[config.mk]
export PLATFORM = sky130hd
export DESIGN_NAME = fetch_unit_flat
export DESIGN_NICKNAME = d
export VERILOG_FILES = /design/src/rtl/fetch_unit_if.sv /design/src/rtl/fetch_unit.sv /design/src/flat_wrapper.sv
export SDC_FILE = /design/constraint.sdc
export NUM_CORES = 1
export LEC_CHECK = 0
export BUFFER_PORTS_ARGS = -buffer_cell sky130_fd_sc_hd__buf_4
export CAP_MARGIN = 40
export CORE_ASPECT_RATIO = 1.25
export CORE_MARGIN = 10
export CORE_UTILIZATION = 50
export CTS_CLUSTER_SIZE = 20
export DETAILED_ROUTE_END_ITERATION = 10
export HOLD_SLACK_MARGIN = 0.12
export PLACE_DENSITY = 0.76
export SYNTH_ARGS = -nofsm -noshare
export SYNTH_HDL_FRONTEND = slang
export SYNTH_SLANG_ARGS = --single-unit
export TNS_END_PERCENT = 30
[constraint.sdc]
create_clock -name clk -period 4.65 [get_ports clk]
set_input_delay 0.93 -clock clk [delete_from_list [all_inputs] [get_ports clk]]
set_output_delay 0.93 -clock clk [all_outputs]
set_load 0.01 [all_outputs]
[src/rtl/fetch_unit_if.sv]
// Fetch-stage bus: instruction-memory read port, redirect input and decode-side handshake.
interface fetch_unit_if #(
  parameter int PC_W   = 8,
  parameter int INST_W = 13
);
  logic              imem_req;
  logic [PC_W-1:0]   imem_addr;
  logic              imem_valid;
  logic [INST_W-1:0] imem_data;
  logic              redirect;
  logic [PC_W-1:0]   redirect_pc;
  logic              inst_ready;
  logic              inst_valid;
  logic [INST_W-1:0] instOut;
  logic [PC_W-1:0]   inst_pc;

  modport master (
    output imem_req, imem_addr, inst_valid, instOut, inst_pc,
    input  imem_valid, imem_data, redirect, redirect_pc, inst_ready
  );

  modport slave (
    input  imem_req, imem_addr, inst_valid, instOut, inst_pc,
    output imem_valid, imem_data, redirect, redirect_pc, inst_ready
  );
endinterface

[src/rtl/fetch_unit.sv]
// F stage: single-outstanding imem fetch into a small {pc,inst} FIFO feeding decode.
// Optional FETCH_STATS_EN adds saturating fetch_cnt / stall_cnt outputs.
module fetch_unit #(
  parameter int              PC_W      = 8,
  parameter int              INST_W    = 13,
  parameter logic [PC_W-1:0] RESET_PC  = '0,
  parameter int              BUF_DEPTH = 2
) (
  input  logic clk,
  input  logic rst,
  fetch_unit_if.master bus
`ifdef FETCH_STATS_EN
  ,
  output logic [15:0] fetch_cnt,
  output logic [15:0] stall_cnt
`endif
);
  localparam int PTR_W = $clog2(BUF_DEPTH);
  localparam int CNT_W = PTR_W + 1;
  localparam logic [CNT_W-1:0] DEPTH_C = CNT_W'(BUF_DEPTH);

  typedef enum logic {S_ISSUE, S_WAIT} state_e;
  typedef struct packed {
    logic [PC_W-1:0]   pc;
    logic [INST_W-1:0] inst;
  } entry_t;

  state_e           state_q, state_d;
  logic [PC_W-1:0]  pc_q, pc_d;
  logic             discard_q, discard_d;
  logic [CNT_W-1:0] cnt_q, cnt_d;
  logic [PTR_W-1:0] rd_ptr_q, rd_ptr_d, wr_ptr_q, wr_ptr_d;
  entry_t           buf_q [BUF_DEPTH];
  entry_t           head;
  logic             push, pop;

  always_ff @(posedge clk) begin
    if (rst) begin
      state_q   <= S_ISSUE;
      pc_q      <= RESET_PC;
      discard_q <= 1'b0;
      cnt_q     <= '0;
      rd_ptr_q  <= '0;
      wr_ptr_q  <= '0;
    end else begin
      state_q   <= state_d;
      pc_q      <= pc_d;
      discard_q <= discard_d;
      cnt_q     <= cnt_d;
      rd_ptr_q  <= rd_ptr_d;
      wr_ptr_q  <= wr_ptr_d;
    end
  end

  // Storage needs no reset: the count alone decides what is visible.
  always_ff @(posedge clk) begin
    if (push) buf_q[wr_ptr_q] <= '{pc: pc_q, inst: bus.imem_data};
  end

  always_comb begin
    state_d = state_q;
    case (state_q)
      S_ISSUE: if (bus.imem_req)   state_d = S_WAIT;
      S_WAIT:  if (bus.imem_valid) state_d = S_ISSUE;
      default: state_d = S_ISSUE;
    endcase
  end

  always_comb begin
    push      = (state_q == S_WAIT) && bus.imem_valid && !discard_q && !bus.redirect;
    pop       = bus.inst_valid && bus.inst_ready && !bus.redirect;
    pc_d      = pc_q;
    discard_d = discard_q;
    cnt_d     = cnt_q;
    rd_ptr_d  = rd_ptr_q;
    wr_ptr_d  = wr_ptr_q;
    if (state_q == S_WAIT) begin
      if (bus.imem_valid)    discard_d = 1'b0;
      else if (bus.redirect) discard_d = 1'b1;
    end
    if (bus.redirect) begin
      pc_d     = bus.redirect_pc;
      cnt_d    = '0;
      rd_ptr_d = '0;
      wr_ptr_d = '0;
    end else begin
      if (push) begin
        pc_d     = pc_q + PC_W'(1);
        wr_ptr_d = wr_ptr_q + PTR_W'(1);
      end
      if (pop) rd_ptr_d = rd_ptr_q + PTR_W'(1);
      case ({push, pop})
        2'b10:   cnt_d = cnt_q + CNT_W'(1);
        2'b01:   cnt_d = cnt_q - CNT_W'(1);
        default: cnt_d = cnt_q;
      endcase
    end
  end

  always_comb begin
    head           = buf_q[rd_ptr_q];
    bus.imem_req   = (state_q == S_ISSUE) && (cnt_q < DEPTH_C) && !bus.redirect && !rst;
    bus.imem_addr  = pc_q;
    bus.inst_valid = (cnt_q != '0);
    bus.instOut    = bus.inst_valid ? head.inst : '0;
    bus.inst_pc    = bus.inst_valid ? head.pc   : '0;
  end

`ifdef FETCH_STATS_EN
  logic [15:0] fetch_cnt_q, stall_cnt_q;

  always_ff @(posedge clk) begin
    if (rst) begin
      fetch_cnt_q <= '0;
      stall_cnt_q <= '0;
    end else begin
      if (pop && (fetch_cnt_q != 16'hFFFF)) fetch_cnt_q <= fetch_cnt_q + 16'd1;
      if (bus.inst_valid && !bus.inst_ready && (stall_cnt_q != 16'hFFFF))
        stall_cnt_q <= stall_cnt_q + 16'd1;
    end
  end

  assign fetch_cnt = fetch_cnt_q;
  assign stall_cnt = stall_cnt_q;
`endif
endmodule

[src/flat_wrapper.sv]
// flat-port wrapper written by rule: the top's interface ports become plain ports
module fetch_unit_flat 
#(
  parameter int              PC_W      = 8,
  parameter int              INST_W    = 13,
  parameter logic [PC_W-1:0] RESET_PC  = '0,
  parameter int              BUF_DEPTH = 2
)
  (clk, rst, bus_imem_req, bus_imem_addr, bus_inst_valid, bus_instOut, bus_inst_pc, bus_imem_valid, bus_imem_data, bus_redirect, bus_redirect_pc, bus_inst_ready);
  fetch_unit_if #(.PC_W(PC_W), .INST_W(INST_W)) bus_i ();
  input  logic clk;
  input  logic rst;
  output wire logic [$bits(bus_i.imem_req)-1:0] bus_imem_req;
  output wire logic [$bits(bus_i.imem_addr)-1:0] bus_imem_addr;
  output wire logic [$bits(bus_i.inst_valid)-1:0] bus_inst_valid;
  output wire logic [$bits(bus_i.instOut)-1:0] bus_instOut;
  output wire logic [$bits(bus_i.inst_pc)-1:0] bus_inst_pc;
  input wire logic [$bits(bus_i.imem_valid)-1:0] bus_imem_valid;
  input wire logic [$bits(bus_i.imem_data)-1:0] bus_imem_data;
  input wire logic [$bits(bus_i.redirect)-1:0] bus_redirect;
  input wire logic [$bits(bus_i.redirect_pc)-1:0] bus_redirect_pc;
  input wire logic [$bits(bus_i.inst_ready)-1:0] bus_inst_ready;
  assign bus_imem_req = bus_i.imem_req;
  assign bus_imem_addr = bus_i.imem_addr;
  assign bus_inst_valid = bus_i.inst_valid;
  assign bus_instOut = bus_i.instOut;
  assign bus_inst_pc = bus_i.inst_pc;
  assign bus_i.imem_valid = bus_imem_valid;
  assign bus_i.imem_data = bus_imem_data;
  assign bus_i.redirect = bus_redirect;
  assign bus_i.redirect_pc = bus_redirect_pc;
  assign bus_i.inst_ready = bus_inst_ready;
  fetch_unit #(.PC_W(PC_W), .INST_W(INST_W), .RESET_PC(RESET_PC), .BUF_DEPTH(BUF_DEPTH)) u_core (.clk(clk), .rst(rst), .bus(bus_i));
endmodule
# == Yosys cells after proc, flatten, opt, wreduce, memory -nomap -nowiden ==
# Memories as Yosys holds them, arrays and structs flattened. A register that Yosys moved wholly into a read port is not among the register bits.
# Cells that the tools add are included.
# word_totals
regBits,14
ramBits,42
input_bits,26
output_inout_bits,31
elab_cells,47
memories,1
# mem_list
name,words,width,rd,rd_ports_with_merged_regs,wr,line_no,source
u_core.buf_q,2,21,1,1,1,fetch_unit.sv:33,entry_t buf_q [BUF_DEPTH];
# classes
n_addsub,5
magnitude_cmp,1
n_eq_ne,2
mux,14
bitwise,1
reduce_logical,17
# op_table
cell,count
2-to-1 mux 8 bit,3
2-to-1 mux 13 bit,1
adder 8 x 1 -> 8 bit (second input constant),1
logical AND 1 bit,8
2-to-1 mux 1 bit,8
nonzero test 2 bit,4
case mux 2 bit (2 select lines),1
logical NOT 1 bit,3
adder 1 bit (second input constant),2
adder 2 x 1 -> 2 bit (second input constant),1
== test 2 x 1 -> 1 bit (second input constant),1
== test 2 bit (second input constant),1
< comparator 2 bit (second input constant),1
case mux 1 bit (2 select lines),1
AND reduction 2 bit,1
OR reduction 2 bit,1
subtractor 2 x 1 -> 2 bit (second input constant),1
NOT 1 bit,1

# == Longest topological paths before layout ==
# Gate-level depths: netlist (run 1).
# depth
depth_word,6
ltp_mapped,7

# == Worst setup path before layout (run 1) ==
# No wires, ideal clock.
# synth_timing
path_kind,input-to-reg
from,input port bus_imem_valid
to,memory u_core.buf_q[0][0] (netlist bit) (enable)
setup_time_ns,0.399
arrival_time_ns,2.199
required_time_ns,4.251
path_slack_ns,2.052
path_stages,3
path_cell_list,nand3b_2 nand2b_1 nor2_1
# synth_via
elab_chain_cells,5
# synth_rtl
item,line_no,source
start: declaration,flat_wrapper.sv:18,input wire logic [$bits(bus_i.imem_valid)-1:0] bus_imem_valid;
logical AND 1 bit (3 in a row),fetch_unit.sv:70,push = (state_q == S_WAIT) && bus.imem_valid && !discard_q && !bus.redirect;
2-to-1 mux 1 bit,fetch_unit.sv:57,"if (push) buf_q[wr_ptr_q] <= '{pc: pc_q, inst: bus.imem_data};"
2-to-1 mux 1 bit (not written as such),fetch_unit.sv:57,
end: declaration,fetch_unit.sv:33,
# Every way passes these cells.

==> impl_metrics.sql, run 1 <==
INSERT INTO impl_metrics (metric_group, metric, value, unit) VALUES
('worst_setup_path', 'ff2ff_setup_slack', '2.62', 'ns'),
('min_path', 'worst_hold_path.num_cells', '2', ''),
('cells_and_area', 'drive_gt1_share', '31.1', '%'),
('placement', 'hpwl', '3390', 'µm'),
('clocking', 'tritoncts', 'done', ''),
('floorplan', 'initial_core_util', '52.0', '%'),
('timing', 'rsz_0062_raised_after_global_routing', 'false', ''),
('timing', 'setup-tns-final', '0', 'ns'),
('power', 'seq_pwr_share', '56.9', '%'),
('timing', 'report.final.setup_viol', '0', ''),
('worst_setup_path', 'critical_path_required', '3.72', 'ns'),
('worst_setup_path', 'rr_startpoint', 'u_core.state_q$_SDFF_PP0_', ''),
('worst_setup_path', 'crit_type', 'reg2out', ''),
('cells_and_area', 'layout_common_cells', '57 x buf_4, 42 x edfxtp_1, 36 x nor2_1', ''),
('drt', 'drt_pre_antenna_iters', '4', ''),
('clocking', 'clkTransAtPathRegs', '0.06', 'ns'),
('power', 'swShare', '20.2', '%'),
('timing', 'fmax', '374', 'MHz'),
('drt', 'drc_errors', '0', ''),
('timing', 'timing_hold_violations_final', '0', ''),
('power', 'power_frac_comb', '6.3', '%'),
('global_route', 'initial_antenna_violation_count', '0', ''),
('power', 'p_leak', '1.11', 'nW'),
('clocking', 'cts.htree.levels', '3', ''),
('power', 'internal-power', '800', 'µW'),
('clocking', 'cts_repair_resize_count', '0', ''),
('timing', 'timing.final.crit_share', '57.5', '%'),
('power', 'worst_ir_drop_vdd', '0.156', 'mV'),
('placement', 'detailedPlace.worstSlack', '1.98', 'ns'),
('drt', 'routedWlPerCell', '14.5', 'µm'),
('clocking', 'clock_tree.buffer_depth', '2', ''),
('drt', 'detail-route-antenna-nets', '0', ''),
('floorplan', 'die_area', '0.00777', 'mm²'),
('synth', 'postSynthNetCount', '205', ''),
('timing', 'worst_slew_margin_rel', '53.8', '%'),
('min_path', 'hold_crit_path_type', 'reg2reg', ''),
('global_route', 'gr-total-overflow', '0', ''),
('timing', 'final_max_slew_viol_count', '0', ''),
('global_route', 'grt_pass1_vias', '1483', ''),
('clocking', 'holdBufCountCts', '0', ''),
('floorplan', 'fp.coreArea', '0.00446', 'mm²'),
('drt', 'route.detailed.vias_per_inst', '5.05', ''),
('cells_and_area', 'final_util', '66.9', '%'),
('timing', 'max_slew.worst_pin.slew', '0.692', 'ns'),
('min_path', 'hold_path_end', 'u_core.rd_ptr_q$_SDFFE_PP0P_', ''),
('drt', 'routed-via-count', '1524', ''),
('clocking', 'cts-root-buf', 'clkbuf_8', ''),
('synth', 'count_of_flip_flops_with_a_built_in_enable_after_synthesis', '42', ''),
('clocking', 'cts_setup_buffers', '0', ''),
('min_path', 'timing.hold.worst.start', 'u_core.rd_ptr_q$_SDFFE_PP0P_', ''),
('synth', 'synth_cell_type_count', '28', ''),
('power', 'power_per_cell_area', '336', 'mW/mm²'),
('floorplan', 'die_y', '96.1', 'µm'),
('cells_and_area', 'leading_cell_type_in_the_layout_fill_and_taps_excluded', 'buf_4', ''),
('synth', 'post_synth.cell_area_avg', '13.1', 'µm²'),
('clocking', 'cts_buffers', '9', ''),
('placement', 'i_o_buffers', '56', ''),
('worst_setup_path', 'worst_r2r_endpoint', 'u_core.buf_q[1][5]$_DFFE_PP_', ''),
('synth', 'synth.top_cell.area_share', '54.4', '%'),
('status', 'outcome', 'completed', ''),
('worst_setup_path', 'endpoint_kind', 'output port', ''),
('power', 'power.net_switching', '203', 'µW'),
('synth', 'synth.yosys.seq_area_share', '67.4', '%'),
('clocking', 'clk_latency', '0.31', 'ns'),
('power', 'power.clock.fraction', '36.8', '%'),
('clocking', 'tritoncts_num_sinks', '57', ''),
('global_route', 'wire_length_of_the_first_global_routing_pass', '6780', 'µm'),
('worst_setup_path', 'critical_path_arrival', '1.74', 'ns'),
('run', 'max_cap_viol_count', '0', ''),
('synth', 'synth_top_flop_cell', 'edfxtp_1', ''),
('synth', 'synthTopCellsByArea', 'edfxtp_1 54%, dfxtp_1 13%, mux2i_1 9.5%, nor2_1 6.2%, a311oi_1 1.5%', '');
==> Yosys cell counts (2+ instances only) <==
| library cell | number |
|---|---|
| a211oi_1 | 4 |
| edfxtp_1 | 42 |
| nor3_1 | 2 |
| clkbuf_1 | 6 |
| inv_1 | 4 |
| nand4_1 | 2 |
| a21oi_1 | 3 |
| nor2_1 | 38 |
| or3_1 | 5 |
| buf_2 | 2 |
| xor2_1 | 4 |
| o21ai_0 | 7 |
| dfxtp_1 | 15 |
| ha_1 | 2 |
| xnor2_1 | 2 |
| nand2b_1 | 2 |
| mux2i_1 | 22 |
| a311oi_1 | 4 |
| nand3_1 | 2 |
==> cells by family after synthesis <==
family,share of synthesized area [%]
muxes,9.50
adders and majority gates,1.08
DFF,67.4
and+or+nand+nor,12.0
buffers and inverters,2.38
xor gates and xnor gates,2.27
AOI/OAI and AO/OA,5.35
==> state kept, by name (all words and copies together), names as in the netlist, named ones only <==
register and flops:
u_core.rd_ptr_q 1, u_core.wr_ptr_q 1, u_core.discard_q 1, u_core.buf_q 42, u_core.state_q 1, u_core.bus.imem_addr 8
u_core.cnt_q 2
==> power by group through the flow <==
stage	combinational [mW]	clock, mW	sequential, mW
2_1_floorplan	0.0281	0	0.578
3_3_place_gp	0.0621	0	0.580
3_5_place_dp	0.0642	0	0.580
4_1_cts	0.0644	0.382	0.570
5_1_grt	0.0699	0.399	0.572
6_report	0.0633	0.369	0.570
==> metal layers <==
| metal | vias up | global-route usage, % | part of all wire, % |
|---|---|---|---|
| li1 | 774 | - | - |
| met4 | 0 | 4.91 | 0.41 |
| met2 | 53 | 18.5 | 49 |
| met3 | 2 | 6.16 | 8.5 |
| met1 | 695 | 11.9 | 42 |
| met5 | - | 0 | 0 |
==> worst max-delay path, stage by stage (launching register included) <==
cell,delay [ns]
dfxtp_1,0.76
buf_8,0.24
mux2i_1,0.22
nor2_1,0.06
buf_4,0.15
==> worst max path at each step <==
stage | end | cells after the start | slack [ns] | start
final | bus_instOut[6] | 4 | 1.98 | flip-flop
after global routing | bus_instOut[0] | 4 | 1.88 | flip-flop
after CTS | bus_instOut[6] | 4 | 1.95 | flip-flop
after detailed placement | u_core.buf_q[1][9]$_DFFE_PP_ | 5 | 1.98 | bus_redirect
after global placement | u_core.buf_q[1][9]$_DFFE_PP_ | 4 | 1.87 | bus_redirect
after floorplan | u_core.buf_q[0][0]$_DFFE_PP_ | 3 | 2.05 | bus_imem_valid
==> stage by stage <==
stage | total power [mW] | cell area (µm²) | hold WS (ns) | std cells
detailed placement | 0.645 | 2820 | 0.500 | 286
floorplan | 0.606 | 2320 | 0.472 | 177
global placement | 0.642 | 2780 | 0.494 | 283
finish | 1.00 | 2980 | 0.504 | 302
CTS | 1.02 | 2980 | 0.514 | 302
global route | 1.04 | 2980 | 0.542 | 302
==> final cells by class <==
type	count	area, µm²
Timing Repair Buffer	60	465
Fill cell	368	1480
Clock inverter	1	5.00
Sequential cell	57	1560
Inverter	4	15.0
Multi-Input combinational cell	107	706
Clock buffer	15	156
Tap cell	58	72.6
(Power assumes the default switching activity.)
==> run 2, diff against run 1 <==
==> constraint.sdc (replaced) <==
create_clock -name clk -period 2.59 [get_ports clk]
set_input_delay 0.518 -clock clk [delete_from_list [all_inputs] [get_ports clk]]
set_output_delay 0.518 -clock clk [all_outputs]
set_load 0.01 [all_outputs]
==> run 2 against run 1 <==
Effect of this change: sequential cell count did not move; total power rose by 87%; count of clock-buffer cells in the layout fell by 4; utilization rose by 0.20 points; wire length rose by 1.9%; register-to-register slack got worse by 2.0 ns; sequential share of layout area fell by 0.15 points; first-iteration DRC count rose by 59%; hold slack got worse by 0.13 ns; final cell count rose by 0.33%; largest cell class unchanged.
==> impl_metrics.sql, run 2 (synthesis results as in run 1) <==
INSERT INTO impl_metrics (metric_group, metric, value, unit) VALUES
('status', 'outcome', 'completed', ''),
('clocking', 'tritoncts', 'done', ''),
('global_route', 'wire_length_of_the_first_global_routing_pass', '7270', 'µm'),
('cells_and_area', 'leading_cell_type_in_the_layout_fill_and_taps_excluded', 'buf_4', ''),
('floorplan', 'core.rowCount', '27', ''),
('floorplan', 'die_y', '96.1', 'µm'),
('global_route', 'global_route.usage.met3', '5.69', '%'),
('placement', 'hpwl', '3190', 'µm'),
('cells_and_area', 'drive_gt1_share', '31.4', '%'),
('min_path', 'hold_crit_path_type', 'in2reg', ''),
('cells_and_area', 'syn_to_final_growth', '29.0', '%'),
('drt', 'drc_errors', '0', ''),
('global_route', 'globalRoute.busiestLayer', 'met2', ''),
('worst_setup_path', 'rr_startpoint', 'u_core.state_q$_SDFF_PP0_', ''),
('min_path', 'timing.hold.worst.start', 'bus_imem_data[12]', ''),
('clocking', 'holdBufCountCts', '0', ''),
('clocking', 'cts_setup_buffers', '0', ''),
('placement', 'place_inst', '287', ''),
('global_route', 'initial_antenna_violation_count', '0', ''),
('worst_setup_path', 'crit_fanout', '21', ''),
('clocking', 'cts_repair_resize_count', '0', ''),
('drt', 'detail-route-antenna-nets', '0', ''),
('clocking', 'cts_buffers', '9', ''),
('power', 'power_per_cell_area', '627', 'mW/mm²'),
('placement', 'i_o_buffers', '56', ''),
('timing', 'rsz_0062_raised_after_global_routing', 'false', ''),
('worst_setup_path', 'endpoint_kind', 'output port', ''),
('worst_setup_path', 'ff2ff_setup_slack', '0.67', 'ns'),
('timing', 'setup-tns-final', '0', 'ns'),
('floorplan', 'die_x', '80.9', 'µm'),
('cells_and_area', 'fin_nets', '268', ''),
('cells_and_area', 'n_antenna_cell', '0', ''),
('global_route', 'gr-total-overflow', '0', ''),
('placement', 'detailed_place.area', '0.00281', 'mm²'),
('timing', 'report.final.setup_viol', '0', ''),
('clocking', 'clk_latency', '0.32', 'ns'),
('cells_and_area', 'layout_common_cells', '61 x buf_4, 42 x edfxtp_1, 36 x nor2_1', ''),
('cells_and_area', 'largest_register_ffs', '42', ''),
('worst_setup_path', 'critical_path_arrival', '1.44', 'ns'),
('timing', 'final_max_slew_viol_count', '0', ''),
('timing', 'fmax', '510', 'MHz'),
('global_route', 'grt_pass1_vias', '1577', ''),
('power', 'power.net_switching', '379', 'µW'),
('power', 'p_leak', '1.12', 'nW'),
('run', 'max_cap_viol_count', '0', ''),
('power', 'worst_ir_drop_vdd', '0.401', 'mV'),
('worst_setup_path', 'crit_type', 'reg2out', ''),
('drt', 'routed-via-count', '1544', ''),
('global_route', 'use_met1', '13.6', '%'),
('worst_setup_path', 'critical_path_required', '2.07', 'ns'),
('min_path', 'hold_path_end', 'u_core.buf_q[0][12]$_DFFE_PP_', ''),
('drt', 'routedWlPerCell', '14.8', 'µm'),
('power', 'seq_pwr_share', '54.5', '%'),
('placement', 'gp_congestion', '0.803', ''),
('floorplan', 'initial_core_util', '52.0', '%'),
('cells_and_area', 'layout.cell_area.non_filler', '0.00299', 'mm²'),
('floorplan', 'fp.coreArea', '0.00446', 'mm²'),
('floorplan', 'die_area', '0.00777', 'mm²'),
('clocking', 'clkTransAtPathRegs', '0.06', 'ns'),
('cells_and_area', 'final_cells', '303', ''),
('timing', 'timing_hold_violations_final', '0', ''),
('clocking', 'tritoncts_num_sinks', '57', ''),
('worst_setup_path', 'worst_r2r_endpoint', 'u_core.cnt_q[1]$_SDFFE_PP0P_', ''),
('clocking', 'cts.htree.levels', '3', ''),
('timing', 'worst_slew_margin_rel', '76.4', '%'),
('power', 'swShare', '20.2', '%'),
('power', 'post-layout-total-power', '1.88', 'mW'),
('global_route', 'global_route.usage.total', '12.3', '%'),
('drt', 'detailedRoute.firstIterationViolations', '92', ''),
('power', 'power.clock.fraction', '39.3', '%'),
('power', 'power_frac_comb', '6.1', '%'),
('timing', 'timing.final.crit_share', '75.7', '%'),
('timing', 'clock-skew-final', '0.00362', 'ns'),
('global_route', 'grt_max_degree', '23', ''),
('global_route', 'globalRouteMet2Util', '19.1', '%'),
('worst_setup_path', 'crit_path_start_kind', 'flip-flop', ''),
('timing', 'max_slew.worst_pin.slew', '0.354', 'ns'),
('cells_and_area', 'registers.top_by_ff_count', 'u_core.buf_q', ''),
('power', 'internal-power', '1.50', 'mW'),
('min_path', 'worst_hold_path.num_cells', '1', ''),
('worst_setup_path', 'worstRegToRegCells', '5', ''),
('drt', 'routed_wirelength', '4470', 'µm'),
('clocking', 'cts-root-buf', 'clkbuf_8', ''),
('timing', 'finalWorstPathRequiredPeriod', '1.96', 'ns'),
('drt', 'drt_pre_antenna_iters', '4', ''),
('floorplan', 'io-pin-count', '57', ''),
('drt', 'route.detailed.vias_per_inst', '5.10', ''),
('clocking', 'clock_tree.buffer_depth', '2', '');
-- run 2: power groups by stage --
stage | clock network [mW] | registers (mW) | logic, mW
3_5_place_dp | 0 | 1.04 | 0.116
5_1_grt | 0.798 | 1.03 | 0.128
3_3_place_gp | 0 | 1.04 | 0.114
2_1_floorplan | 0 | 1.04 | 0.0504
4_1_cts | 0.754 | 1.02 | 0.117
6_report | 0.737 | 1.02 | 0.115
-- run 2: layout make-up --
| cell class | count | area (µm²) |
|---|---|---|
| multi-input combinational | 107 | 706 |
| clock inverter | 5 | 46.3 |
| timing repair buffer | 61 | 458 |
| clock buffer | 11 | 131 |
| sequential | 57 | 1560 |
| inverter | 4 | 15.0 |
| fill | 358 | 1470 |
| tap | 58 | 72.6 |
-- run 2: per-stage QoR --
step | utilization (%) | hold slack (ns) | setup WS (ns)
6_report | 67.1 | 0.376 | 0.631
5_1_grt | 67.1 | 0.355 | 0.518
4_1_cts | 67.1 | 0.360 | 0.590
3_5_place_dp | 63.1 | 0.506 | 0.591
3_3_place_gp | 63.1 | 0.494 | 0.632
2_1_floorplan | - | 0.472 | 0.404
-- run 2: worst max-delay path by stage --
stage / slack (ns) / end / startpoint / depth (start not counted)
after CTS: 0.59 / bus_inst_pc[0] / flip-flop / 4
after global routing: 0.52 / bus_instOut[4] / flip-flop / 4
after floorplan: 0.40 / u_core.buf_q[0][0]$_DFFE_PP_ / bus_imem_valid / 3
final: 0.63 / bus_inst_pc[0] / flip-flop / 4
after global placement: 0.63 / u_core.cnt_q[1]$_SDFFE_PP0P_ / bus_imem_valid / 6
after detailed placement: 0.59 / u_core.cnt_q[1]$_SDFFE_PP0P_ / bus_imem_valid / 6
-- run 2: routing by layer --
metal,part of all wire (%),vias to the layer above
li1,-,774
met3,8.4,10
met5,0,-
met2,47,63
met4,1.9,0
met1,43,697
-- run 2: worst max-delay path, stage by stage (launching register included) --
cell and delay, ns:
dfxtp_1 0.31, buf_4 0.33, mux2i_1 0.26, nor2_1 0.06
buf_4 0.15
